[src/rtl/serial_add_sub.sv]
// -----------------------------------------------------------------------------
// serial_add_sub
//
// Bit-serial adder/subtractor. One full-adder cell is reused over WIDTH clock
// cycles, LSB first, to produce a WIDTH-bit result plus carry-out and signed
// overflow flags.
//
// Handshake (start/busy/done):
//   start is sampled on a rising edge only while the unit is not busy (state
//   IDLE or DONE). That edge captures a, b, mode and cin, and busy is high
//   from then on for exactly WIDTH cycles. done is a one-cycle pulse in the
//   cycle after the MSB is processed; sum/cout/ovf are valid from that cycle
//   and hold until the next completion. A start seen during DONE is accepted
//   directly, so results can stream back-to-back with no bubble. start while
//   busy is ignored.
//
// Ports:
//   clk    in   rising-edge clock
//   rst_n  in   asynchronous active-low reset
//   start  in   operation request
//   mode   in   0 = a + b + cin, 1 = a - b - cin
//   a, b   in   WIDTH-bit operands
//   cin    in   carry-in (add) / borrow-in (subtract)
//   busy   out  operation in flight
//   done   out  one-cycle result-valid pulse
//   sum    out  WIDTH-bit result
//   cout   out  final carry; in subtract mode 1 means no borrow
//   ovf    out  two's-complement overflow
// -----------------------------------------------------------------------------
module serial_add_sub #(
  parameter int WIDTH = 8
) (
  input  logic             clk,
  input  logic             rst_n,
  input  logic             start,
  input  logic             mode,
  input  logic [WIDTH-1:0] a,
  input  logic [WIDTH-1:0] b,
  input  logic             cin,
  output logic             busy,
  output logic             done,
  output logic [WIDTH-1:0] sum,
  output logic             cout,
  output logic             ovf
);

  // One extra bit so the counter can represent WIDTH without wrapping.
  localparam int CW = $clog2(WIDTH) + 1;

  typedef enum logic [1:0] {
    IDLE = 2'd0,
    RUN  = 2'd1,
    DONE = 2'd2
  } state_t;

  state_t           state;
  state_t           state_nxt;

  logic [WIDTH-1:0] a_sr;
  logic [WIDTH-1:0] b_sr;
  logic [WIDTH-1:0] res_sr;
  logic             carry;
  logic             c_msb_in;
  logic [CW-1:0]    cnt;

  logic             accept;
  logic             last_bit;
  logic             s_bit;
  logic             c_bit;
  logic [WIDTH-1:0] res_nxt;

  // Full-adder cell and control decodes.
  always_comb begin
    accept   = start && (state != RUN);
    last_bit = (state == RUN) && (cnt == CW'(WIDTH - 1));
    s_bit    = a_sr[0] ^ b_sr[0] ^ carry;
    c_bit    = (a_sr[0] & b_sr[0]) | (carry & (a_sr[0] ^ b_sr[0]));
    res_nxt  = {s_bit, res_sr[WIDTH-1:1]};
  end

  // State register.
  always_ff @(posedge clk or negedge rst_n) begin
    if (!rst_n) begin
      state <= IDLE;
    end else begin
      state <= state_nxt;
    end
  end

  // Next-state logic.
  always_comb begin
    state_nxt = state;
    case (state)
      IDLE:    if (start) state_nxt = RUN;
      RUN:     if (last_bit) state_nxt = DONE;
      DONE:    state_nxt = start ? RUN : IDLE;
      default: state_nxt = IDLE;
    endcase
  end

  // busy/done are decodes of the state register only, so nothing from the
  // inputs reaches the outputs combinationally.
  assign busy = (state == RUN);
  assign done = (state == DONE);

  // Datapath. Subtraction is a + ~b + ~cin, so b is inverted on capture and
  // the carry is seeded with cin ^ mode.
  always_ff @(posedge clk or negedge rst_n) begin
    if (!rst_n) begin
      a_sr     <= '0;
      b_sr     <= '0;
      res_sr   <= '0;
      carry    <= 1'b0;
      c_msb_in <= 1'b0;
      cnt      <= '0;
      sum      <= '0;
      cout     <= 1'b0;
      ovf      <= 1'b0;
    end else if (accept) begin
      a_sr  <= a;
      b_sr  <= mode ? ~b : b;
      carry <= cin ^ mode;
      cnt   <= '0;
    end else if (state == RUN) begin
      a_sr   <= a_sr >> 1;
      b_sr   <= b_sr >> 1;
      res_sr <= res_nxt;
      carry  <= c_bit;
      cnt    <= cnt + CW'(1);
      // Carry out of bit WIDTH-2 is the carry into the MSB; overflow is
      // that carry disagreeing with the carry out of the MSB.
      if (cnt == CW'(WIDTH - 2)) begin
        c_msb_in <= c_bit;
      end
      if (last_bit) begin
        sum  <= res_nxt;
        cout <= c_bit;
        ovf  <= c_msb_in ^ c_bit;
      end
    end
  end

endmodule

[config.mk]
export PLATFORM = sky130hd
export DESIGN_NAME = serial_add_sub
export DESIGN_NICKNAME = d
export VERILOG_FILES = /design/src/rtl/serial_add_sub.sv
export SDC_FILE = /design/constraint.sdc
export NUM_CORES = 1
export LEC_CHECK = 0
export CORE_UTILIZATION = 35
export DETAILED_ROUTE_END_ITERATION = 7
export GPL_TIMING_DRIVEN = 0
export MAX_ROUTING_LAYER = met4
export PLACE_DENSITY_LB_ADDON = 0.15
export SETUP_SLACK_MARGIN = 0.1
export SKIP_CTS_REPAIR_TIMING = 1
export SYNTH_ARGS = -nofsm -noshare
export SYNTH_HDL_FRONTEND = slang
export SYNTH_SLANG_ARGS = --single-unit
export TNS_END_PERCENT = 100
[constraint.sdc]
create_clock -name clk -period 4.6 [get_ports clk]
set_input_delay 0.46 -clock clk [delete_from_list [all_inputs] [get_ports clk]]
set_output_delay 0.46 -clock clk [all_outputs]
set_load 0.01 [all_outputs]
Word-level counts from Yosys, hierarchy flattened
Cells that the tools add are included.
- input bits: 21
- register bits: 42
- word-level logic and storage cells: 48
- memory bits (writable): 0
- output and inout port bits: 12
- bits in read-only memories: 0
- latch bits: 0
- memories kept: 0
- muxes and demuxes: 13
- reductions and logical operators: 8
- equal/unequal tests: 7
- add/subtract/negate cells: 1
- shift operators: 0
- bitwise logic cells: 9
- divide/modulo/power cells: 0
- magnitude comparators: 0
- multiply operators: 0
- operator list (kind ; number):
    8-bit 2-to-1 mux ; 5
    4-bit by 3-bit equality test with 1-bit output (second input constant) ; 2
    4-bit 2-to-1 mux ; 2
    8-bit inverter ; 1
    2-bit case mux with 3 select lines ; 1
    3-bit AND reduction ; 2
    4-bit by 1-bit adder with 4-bit output (second input constant) ; 1
    2-bit 2-to-1 mux ; 2
    2-bit by 1-bit != test with 1-bit output (second input constant) ; 2
    2-bit AND reduction ; 2
    1-bit bitwise XOR ; 4
    1-bit 2-to-1 mux ; 3
    1-bit bitwise AND ; 2
    2-bit by 1-bit equality test with 1-bit output (second input constant) ; 1
    2-bit equality test (second input constant) ; 1
    1-bit logical AND ; 2
    2-bit zero test ; 1
    2-bit != test (second input constant) ; 1
    2-bit nonzero test ; 1
    1-bit inverter ; 1
    1-bit OR ; 1

Logic depth before layout (Yosys ltp)
Gate-level depths: netlist (run 1).
- word-level depth: 5
- gate-level depth with buffers: 6
- gate-level depth less buffers: 4

Least setup slack after synthesis (run 1)
OpenSTA, ideal clock, no wires.
- path type: flip-flop to flip-flop
- start: register cnt[0]
- end: register cout
- required time: 4475 ps
- buffers on the path: 1
- library setup time: 125 ps
- slack: 3085 ps
- cell stages (with the launch flop): 6
- data arrival time: 1390 ps
- period minus slack after synthesis: 1515 ps
- cells stage by stage: dfrtp_1 ha_1 and3b_1 and2_4 buf_6 mux2_4
- longest elaborated chain between the ends: 3
- ends and longest elaborated chain (what ; RTL line ; RTL):
    start: declaration ; 64 ; logic [CW-1:0] cnt;
    start signal: assignment ; 129 ; cnt <= cnt + CW'(1);
    4-bit by 3-bit equality test with 1-bit output ; 75 ; last_bit = (state == RUN) && (cnt == CW'(WIDTH - 1));
    1-bit logical AND ; 75 ;
    3-bit AND reduction (no line) ; n/a ;
    end signal: assignment ; 137 ; cout <= c_bit;
    end: declaration ; 43 ; output logic cout,
No other way between the ends.
A chain may end at the register's enable or synchronous reset.

Worst setup path in the final report (run 1)
- start: register state[1]
- end: output busy
- longest elaborated chain between the ends: 1
- ends and longest elaborated chain (what ; RTL line ; RTL):
    start: declaration ; 56 ; state_t state;
    start signal: assignment ; 86 ; state <= state_nxt;
    2-bit by 1-bit equality test with 1-bit output ; 103 ; assign busy = (state == RUN);
    end: declaration ; 40 ; output logic busy,
No other way between the ends.

==> results of run 1 <==
==> per-stage QoR <==
step	hold slack, ns	worst slack [ns]	total power [W]
2_1_floorplan	0.164	3.08	0.000962
3_3_place_gp	0.461	2.03	0.00116
3_5_place_dp	0.365	2.59	0.00119
4_1_cts	0.0396	2.25	0.00154
5_1_grt	0.0426	2.18	0.00164
6_report	0.0397	2.28	0.00152
==> logic make-up after synthesis <==
| logic type | after synthesis | share of synthesized area, % |
|---|---|---|
| adder cells (fa/ha/maj) | 3 | 2.40 |
| AO/OA/AOI/OAI | 22 | 6.06 |
| AND/OR/NAND/NOR | 48 | 10.9 |
| buffers and inverters | 13 | 3.73 |
| XOR/XNOR | 11 | 5.12 |
| flip-flops | 41 | 54.6 |
| multiplexers | 28 | 17.2 |
==> flip-flops by register name, summed over array words and instances, names as in the netlist <==
name,cells
state,2
cout,1
res_sr,7
a_sr,8
carry,1
c_msb_in,1
cnt,4
b_sr,8
ovf,1
sum,8
==> final cells by class <==
cell class / instances / share of cell area, %
Timing Repair Buffer: 31 / 13.0
Multi-Input combinational cell: 112 / 32.4
Clock buffer: 5 / 2.84
Tap cell: 70 / 3.62
Buffer: 10 / 2.33
Clock inverter: 3 / 2.84
Inverter: 3 / 0.568
Sequential cell: 41 / 42.4
==> per-layer routing <==
layer / share of wire [%] / routed length (um)
met1: 48 / 1730
met4: 1.3 / 48
met5: 0 / 0
met2: 45 / 1640
met3: 5.8 / 211
==> final timing paths <==
check                                      startpoint               endpoint  slack (ns)  depth (start not counted)
worst max register to register     cnt[0]$_DFFE_PN0P_     sum[5]$_DFFE_PN0P_        2.97                          5
min in group clk                res_sr[1]$_DFFE_PN0P_  res_sr[1]$_DFFE_PN0P_        0.48                          2
worst min register to register  res_sr[1]$_DFFE_PN0P_  res_sr[1]$_DFFE_PN0P_        0.48                          2
max in group asynchronous                       rst_n    b_sr[0]$_DFFE_PN0P_        4.11                          2
worst max-delay path             state[1]$_DFFE_PN0P_                   busy        2.28                          5
worst min-delay path                            rst_n     cnt[0]$_DFFE_PN0P_        0.04                          1
==> placed cells by master, fill, tap and decap left out, types with 2 or more instances in the layout <==
cell	synthesis	final
bufinv_16	0	2
nand2_1	37	37
dfrtp_1	41	41
clkdlybuf4s50_1	0	29
o21ai_1	4	4
mux2_4	8	8
xor2_1	9	9
clkbuf_8	0	5
clkbuf_1	2	2
a21oi_1	2	2
ha_1	2	2
nor2_1	2	2
o21ai_0	14	14
inv_1	2	2
xnor2_1	2	2
buf_2	6	7
nand3_1	4	4
mux2i_1	17	17
mux2_2	2	2
==> where the power goes <==
part           internal [W]  switching, W
Clock              0.000219      0.000133
Combinational      0.000288      0.000261
Sequential         0.000518      0.000103
Total               0.00102      0.000496
==> impl_metrics.py, run 1 <==
metrics = {
    "layout": {
        "drive_gt1_share_pct": 14.6,
        "multiInputGateArea_um2": 785,
        "final_cells": 275,
        "antennaDiodeCount": 0,
        "fillCellCount": 494,
        "final_util_pct": 47.1,
        "ff_latch_area_um2": 1030,
        "design_area_um2": 2420,
        "num-nets-final": 228,
        "area_growth_pct": 28.7,
    },
    "clock_tree": {
        "h-tree-depth": 2,
        "clk_pin_slew_worst_paths_ns": 0.08,
        "clockRootBuffer": "clkbuf_8",
        "cts_sinks": 41,
        "clock_path_buffers": 2,
        "cts_tree": "done",
        "worstSkewPairLatency_ns": 0.29,
        "numCtsBuffers": 5,
    },
    "yosys": {
        "synth_area_um2": 1880,
        "yosysSeqAreaShare_pct": 54.6,
        "synthTopCellsByCount": "41 x dfrtp_1, 37 x nand2_1, 17 x mux2i_1",
        "synth_cells": 166,
        "synth_largest_area_cell": "dfrtp_1",
        "synth_area_leaders": "dfrtp_1 55%, mux2i_1 9.0%, nand2_1 7.4%",
        "yosysTopAreaCellShare_pct": 54.6,
        "synth_ff_type": "dfrtp_1",
        "synthMostInstantiatedCell": "dfrtp_1",
        "synth-seq-cells": 41,
        "synth_edf_count": 0,
        "yosysWarningCount": 0,
        "synth_nets": 190,
        "synth.avg_cell_area_um2": 11.3,
        "synth-async-reset-ratio_pct": 100,
        "yosys.cell_types.count": 28,
    },
    "timing": {
        "fmaxAchievable_ghz": 0.431,
        "slew_headroom_pct": 68.8,
        "tightest_slew_ns": 0.468,
        "period_needed_ns": 2.32,
        "rsz0062_at_grt": "no",
        "setup_viol": 0,
        "finalSetupTns_ns": 0,
        "hold_violations": 0,
        "drv_slew": 0,
        "fin_crit_sh_pct": 50.5,
        "skew_ns": 0.00704,
    },
    "placement": {
        "routabilityCongestion": 0.752,
        "place_area_um2": 2280,
        "dpl.cell_count": 267,
        "hpwl_mm": 2.65,
        "numPortBuffers": 30,
    },
    "worst_setup_path": {
        "slowest_delay_ns": 0.57,
        "critPathKind": "reg -> out",
        "slowest_stage": "clkdlybuf4s50_1",
        "path_max_fanout": 10,
        "crit_family": "buffers and inverters",
        "worstSetupStartpointType": "flop",
        "worstPathArrival_ns": 1.86,
        "cp.buffers_inverters": 4,
        "required_ns": 4.14,
        "end_kind": "output port",
        "cp_cell_sequence": "nand2b_1 -> buf_4 -> inv_4 -> buf_2 -> clkdlybuf4s50_1",
    },
    "global_routing": {
        "grtUsageMet2_pct": 22.4,
        "antenna_found_initial": 0,
        "grt_busiest_layer": "met2",
        "grt_start_max_net_pins": 32,
        "grt_usage_pct": 15.0,
        "gr-usage-met3_pct": 4.89,
        "grt_pass1_vias": 1280,
        "overflow": 0,
        "grt_first_pass_wirelength_mm": 6.15,
        "grtUsageMet1_pct": 19.5,
    },
    "floorplan": {
        "pin_count": 33,
        "die_area_um2": 5670,
        "die_x_um": 75.3,
        "coreArea_um2": 5140,
        "fp-row-count": 26,
        "start_util_pct": 36.6,
        "die_y_um": 75.3,
    },
    "route": {
        "ant_nets": 0,
        "dr.pass1.iters": 4,
        "wl_mm": 3.64,
        "drt-wirelength-per-cell_um": 13.2,
        "drc": 0,
        "drt_iter0_drc": 89,
        "vias": 1267,
        "vias_per_cell": 4.61,
    },
    "pwr": {
        "leakage_nw": 1.13,
        "ir_drop_mv": 0.195,
        "p_per_area_nw_per_um2": 628,
    },
    "status": {
        "status": "complete, no violations",
    },
    "hold_path": {
        "worst_hold_path_type": "in -> async",
    },
    "job": {
        "cap_violations": 0,
    },
}
Power figures use the tool's default switching activity.
==> run 2: changes to the inputs <==
==> constraint.sdc (replaced) <==
create_clock -name clk -period 2.4 [get_ports clk]
set_input_delay 0.24 -clock clk [delete_from_list [all_inputs] [get_ports clk]]
set_output_delay 0.24 -clock clk [all_outputs]
set_load 0.01 [all_outputs]
==> run 2 against run 1 <==
Effect of this change: global-route usage stayed put; critical path depth stayed put; largest power group unchanged; setup slack got worse by 2.0 ns; core utilization up 0.19 points; via count rose by 0.32%; combinational power is 92% higher; cell area grew 0.41%; worst hold slack better by 0.31 ns; register-to-register slack got worse by 2.2 ns; total power is 92% higher.
==> impl_metrics.py, run 2 (synthesis gave the netlist of run 1 again) <==
metrics = {
    "status": {
        "status": "complete, no violations",
    },
    "pwr": {
        "p_per_area_nw_per_um2": 1200,
        "ir_drop_mv": 0.374,
        "leakage_nw": 1.13,
    },
    "global_routing": {
        "grt_first_pass_wirelength_mm": 6.15,
        "grt_busiest_layer": "met2",
        "grt_start_max_net_pins": 32,
        "grt_pass1_vias": 1280,
        "gr-usage-met3_pct": 4.89,
        "overflow": 0,
        "antenna_found_initial": 0,
        "grt_usage_pct": 15.0,
        "grtUsageMet1_pct": 19.5,
        "grtUsageMet2_pct": 22.4,
    },
    "job": {
        "cap_violations": 0,
    },
    "route": {
        "wl_mm": 3.64,
        "dr.pass1.iters": 4,
        "drc": 0,
        "vias": 1271,
        "drt-wirelength-per-cell_um": 13.2,
        "vias_per_cell": 4.61,
        "drt_iter0_drc": 101,
        "ant_nets": 0,
    },
    "layout": {
        "final_cells": 276,
        "drive_gt1_share_pct": 14.6,
        "mostFrequentLayoutCells": "41 x dfrtp_1, 37 x nand2_1, 29 x clkdlybuf4s50_1",
        "layout.cells.most_common": "dfrtp_1",
        "final_util_pct": 47.3,
        "area_growth_pct": 29.3,
        "reg_top3": "a_sr (8), b_sr (8), sum (8)",
        "antennaDiodeCount": 0,
        "fillCellCount": 493,
        "num-nets-final": 229,
    },
    "hold_path": {
        "worst_hold_path_type": "in -> reg",
        "whs_path_depth": 2,
        "hold_path_end": "b_sr[7]$_DFFE_PN0P_",
        "min-delay-start": "start",
    },
    "placement": {
        "hpwl_mm": 2.65,
        "numPortBuffers": 30,
        "routabilityCongestion": 0.752,
        "dpl.cell_count": 267,
    },
    "worst_setup_path": {
        "required_ns": 2.16,
        "worstSetupStartpointType": "flop",
        "critPathKind": "reg -> out",
        "end_kind": "output port",
        "reg2reg_setup_slack_ns": 0.77,
        "worstPathArrival_ns": 1.86,
        "reg2reg_from": "cnt[0]$_DFFE_PN0P_",
        "r2r_end": "sum[5]$_DFFE_PN0P_",
        "reg2reg_depth": 5,
        "path_max_fanout": 10,
    },
    "timing": {
        "fmaxAchievable_ghz": 0.476,
        "fin_crit_sh_pct": 87.5,
        "tightest_slew_ns": 0.468,
        "rsz0062_at_grt": "no",
        "drv_slew": 0,
        "period_needed_ns": 2.10,
        "slew_headroom_pct": 68.8,
        "hold_violations": 0,
        "setup_viol": 0,
        "skew_ns": 0.00704,
        "finalSetupTns_ns": 0,
    },
    "floorplan": {
        "die_x_um": 75.3,
        "die_area_um2": 5670,
        "coreArea_um2": 5140,
        "start_util_pct": 36.6,
        "die_y_um": 75.3,
        "pin_count": 33,
        "fp-row-count": 26,
    },
    "clock_tree": {
        "worstSkewPairLatency_ns": 0.29,
        "h-tree-depth": 2,
        "clk_pin_slew_worst_paths_ns": 0.09,
        "clock_path_buffers": 2,
        "cts_sinks": 41,
        "clockRootBuffer": "clkbuf_8",
        "numCtsBuffers": 5,
        "cts_tree": "done",
    },
}
-- run 2: cell types whose count changed in the layout (fill, tap and decap cells not counted), sizes merged --
cell,delta
dlygate4sd3,+1
-- run 2: final cells by class --
class	instances	area, um2	share of cell area (%)
flip-flops and latches	41	1030	42.2
multi-input cells	112	785	32.3
repair buffers	32	325	13.4
well taps	70	87.6	3.60
clock buffers	5	68.8	2.83
clock inverters	3	68.8	2.83
plain buffers	10	56.3	2.32
inverters	3	13.8	0.566
-- run 2: worst max path at each step --
stage	start	cells past startpoint	to	slack (ns)
final	state[1]$_DFFE_PN0P_	5	busy	0.30
after global routing	state[1]$_DFFE_PN0P_	5	busy	0.20
after CTS	state[1]$_DFFE_PN0P_	5	busy	0.27
after detailed placement	state[1]$_DFFE_PN0P_	5	busy	0.61
after global placement	rst_n	1	a_sr[3]$_DFFE_PN0P_	0.05
after floorplan	cnt[0]$_DFFE_PN0P_	5	cout$_DFFE_PN0P_	0.88
-- run 2: through the flow --
step / total power, W / cell area [um2] / worst slack, ns / hold slack, ns
floorplan: 0.00184 / 1880 / 0.885 / -0.0556
global placement: 0.00222 / 2270 / 0.0472 / 0.461
detailed placement: 0.00228 / 2280 / 0.609 / 0.145
CTS: 0.00296 / 2420 / 0.271 / -0.180
global route: 0.00314 / 2430 / 0.199 / 0.362
finish: 0.00292 / 2430 / 0.299 / 0.351
-- run 2: report_power, final --
group / internal [W] / switching, W / leakage [nW] / total (W)
sequential: 0.000992 / 0.000198 / 0.512 / 0.00119
combinational: 0.000552 / 0.000500 / 0.551 / 0.00105
clock: 0.000419 / 0.000254 / 0.0687 / 0.000673
total: 0.00196 / 0.000952 / 1.13 / 0.00292
-- run 2: critical path, stage by stage, from the launching register on --
cell and delay (ns):
dfrtp_1 0.38, nand2b_1 0.14, buf_4 0.16, inv_4 0.08
buf_2 0.23, clkdlybuf4s50_1 0.57
-- run 2: per-layer routing --
layer / vias to the layer above / wire [um]
li1: 626 / -
met1: 602 / 1750
met4: 0 / 48
met3: 6 / 201
met5: - / 0
met2: 37 / 1650
==> run 3: changes to the inputs <==
--- a/config.mk
+++ b/config.mk
@@ -6,6 +6,7 @@
 export NUM_CORES = 1
 export LEC_CHECK = 0
 export CORE_UTILIZATION = 35
+export CTS_CLUSTER_SIZE = 25
 export DETAILED_ROUTE_END_ITERATION = 7
 export GPL_TIMING_DRIVEN = 0
 export MAX_ROUTING_LAYER = met4
==> constraint.sdc (replaced) <==
create_clock -name clk -period 2.4 [get_ports clk]
set_input_delay 0.48 -clock clk [delete_from_list [all_inputs] [get_ports clk]]
set_output_delay 0.48 -clock clk [all_outputs]
set_load 0.01 [all_outputs]
==> run 3 against run 2 <==
Effect of this change: register-to-register slack hardly changed; combinational power hardly changed; setup slack worse by 0.073 ns; wire length is 0.27% lower; clock power hardly changed; largest cell class unchanged; largest power group unchanged; highest routed layer unchanged.
==> impl_metrics.py, run 3 (synthesis gave the netlist of run 1 again) <==
metrics = {
    "status": {
        "status": "complete, no violations",
    },
    "placement": {
        "numPortBuffers": 30,
        "pre_cts_ws_ns": 0.369,
        "hpwl_mm": 2.65,
        "routabilityCongestion": 0.752,
    },
    "clock_tree": {
        "cts_tree": "done",
        "clock_path_buffers": 2,
        "numCtsBuffers": 5,
        "h-tree-depth": 2,
        "worstSkewPairLatency_ns": 0.29,
        "clockRootBuffer": "clkbuf_8",
        "cts_sinks": 41,
        "clk_pin_slew_worst_paths_ns": 0.08,
    },
    "worst_setup_path": {
        "required_ns": 1.92,
        "reg2reg_setup_slack_ns": 0.77,
        "reg2reg_from": "cnt[0]$_DFFE_PN0P_",
        "cp_cell_sequence": "nand2b_1 -> buf_4 -> inv_4 -> clkdlybuf4s50_1",
        "cp.buffers_inverters": 3,
        "reg2reg_depth": 5,
        "worstPathArrival_ns": 1.69,
        "crit_end": "busy",
        "crit_start": "state[1]$_DFFE_PN0P_",
        "slowest_stage": "clkdlybuf4s50_1",
        "crit_family": "buffers and inverters",
        "crit_cells": 4,
        "worstSetupStartpointType": "flop",
        "end_kind": "output port",
        "r2r_end": "cout$_DFFE_PN0P_",
        "slowest_delay_ns": 0.57,
        "path_max_fanout": 17,
        "critPathKind": "reg -> out",
    },
    "layout": {
        "drive_gt1_share_pct": 14.2,
        "layout.cells.most_common": "dfrtp_1",
        "ff_latch_area_um2": 1030,
        "fillCellCount": 494,
        "num-nets-final": 227,
        "area_growth_pct": 28.5,
        "final_util_pct": 47.0,
        "reg_top3": "a_sr (8), b_sr (8), sum (8)",
        "mostFrequentLayoutCells": "41 x dfrtp_1, 37 x nand2_1, 29 x clkdlybuf4s50_1",
        "antennaDiodeCount": 0,
        "multiInputGateArea_um2": 785,
    },
    "floorplan": {
        "die_area_um2": 5670,
        "fp-row-count": 26,
        "die_x_um": 75.3,
        "pin_count": 33,
        "start_util_pct": 36.6,
        "coreArea_um2": 5140,
        "die_y_um": 75.3,
    },
    "pwr": {
        "design_power_total_w": 0.00291,
        "ir_drop_mv": 0.374,
        "leakage_nw": 1.12,
        "p_per_area_nw_per_um2": 1210,
    },
    "timing": {
        "drv_slew": 0,
        "rsz0062_at_grt": "no",
        "period_needed_ns": 2.17,
        "slew_headroom_pct": 67.9,
        "setup_viol": 0,
        "fmaxAchievable_ghz": 0.460,
        "finalSetupTns_ns": 0,
        "tightest_slew_ns": 0.482,
        "fin_crit_sh_pct": 90.6,
        "layout_setup_ws_ns": 0.226,
        "skew_ns": 0.00870,
        "hold_violations": 0,
    },
    "global_routing": {
        "overflow": 0,
        "grt_pass1_vias": 1280,
        "antenna_found_initial": 0,
        "grt_usage_pct": 15.0,
        "grt_start_max_net_pins": 32,
        "grt_first_pass_wirelength_mm": 6.15,
    },
    "route": {
        "dr.pass1.iters": 4,
        "drt_iter0_drc": 84,
        "drt-wirelength-per-cell_um": 13.3,
        "drc": 0,
        "ant_nets": 0,
        "wl_mm": 3.63,
        "vias_per_cell": 4.66,
        "vias": 1276,
    },
    "hold_path": {
        "worst_hold_path_type": "in -> async",
    },
    "job": {
        "cap_violations": 0,
    },
}
run 3: area by class of cell:
class | instances | area share (%)
Sequential cell | 41 | 42.5
Multi-Input combinational cell | 112 | 32.5
Timing Repair Buffer | 31 | 13.1
Tap cell | 70 | 3.63
Clock buffer | 5 | 2.85
Clock inverter | 3 | 2.85
Buffer | 9 | 2.12
Inverter | 3 | 0.570
run 3: per-layer routing:
metal  part of all wire (%)  track usage, %
met5                      0               -
met4                    1.3            4.73
met3                    5.9            4.89
met2                     46            22.4
met1                     47            19.5
run 3: worst min path at each step:
stage                          start                     to  cells past startpoint
2_1_floorplan                  rst_n    a_sr[0]$_DFFE_PN0P_                      0
4_1_cts                        rst_n     cnt[0]$_DFFE_PN0P_                      1
6_report                       rst_n     cnt[0]$_DFFE_PN0P_                      1
3_3_place_gp   res_sr[1]$_DFFE_PN0P_  res_sr[1]$_DFFE_PN0P_                      2
5_1_grt                        rst_n     cnt[0]$_DFFE_PN0P_                      1
3_5_place_dp                   rst_n     cnt[1]$_DFFE_PN0P_                      1
run 3: worst reg2reg max path, delay by kind of cell, from the launching register on:
family | cells | cell delay (ns)
fa+ha+maj | 1 | 0.25
buf+inv | 1 | 0.15
flops | 1 | 0.44
mux | 1 | 0.29
simple gates | 2 | 0.39
run 3: power by group:
group          internal, W  switching (W)
Combinational     0.000545       0.000500
Clock             0.000419       0.000257
Sequential        0.000992       0.000198
Total              0.00196       0.000955
run 3: metrics by stage:
step	cell area, um2	hold WS (ns)	std cells
floorplan	1880	0.184	166
global placement	2270	0.461	266
detailed placement	2280	0.385	267
CTS	2420	0.0596	275
global route	2420	0.0626	274
finish	2420	0.0574	274
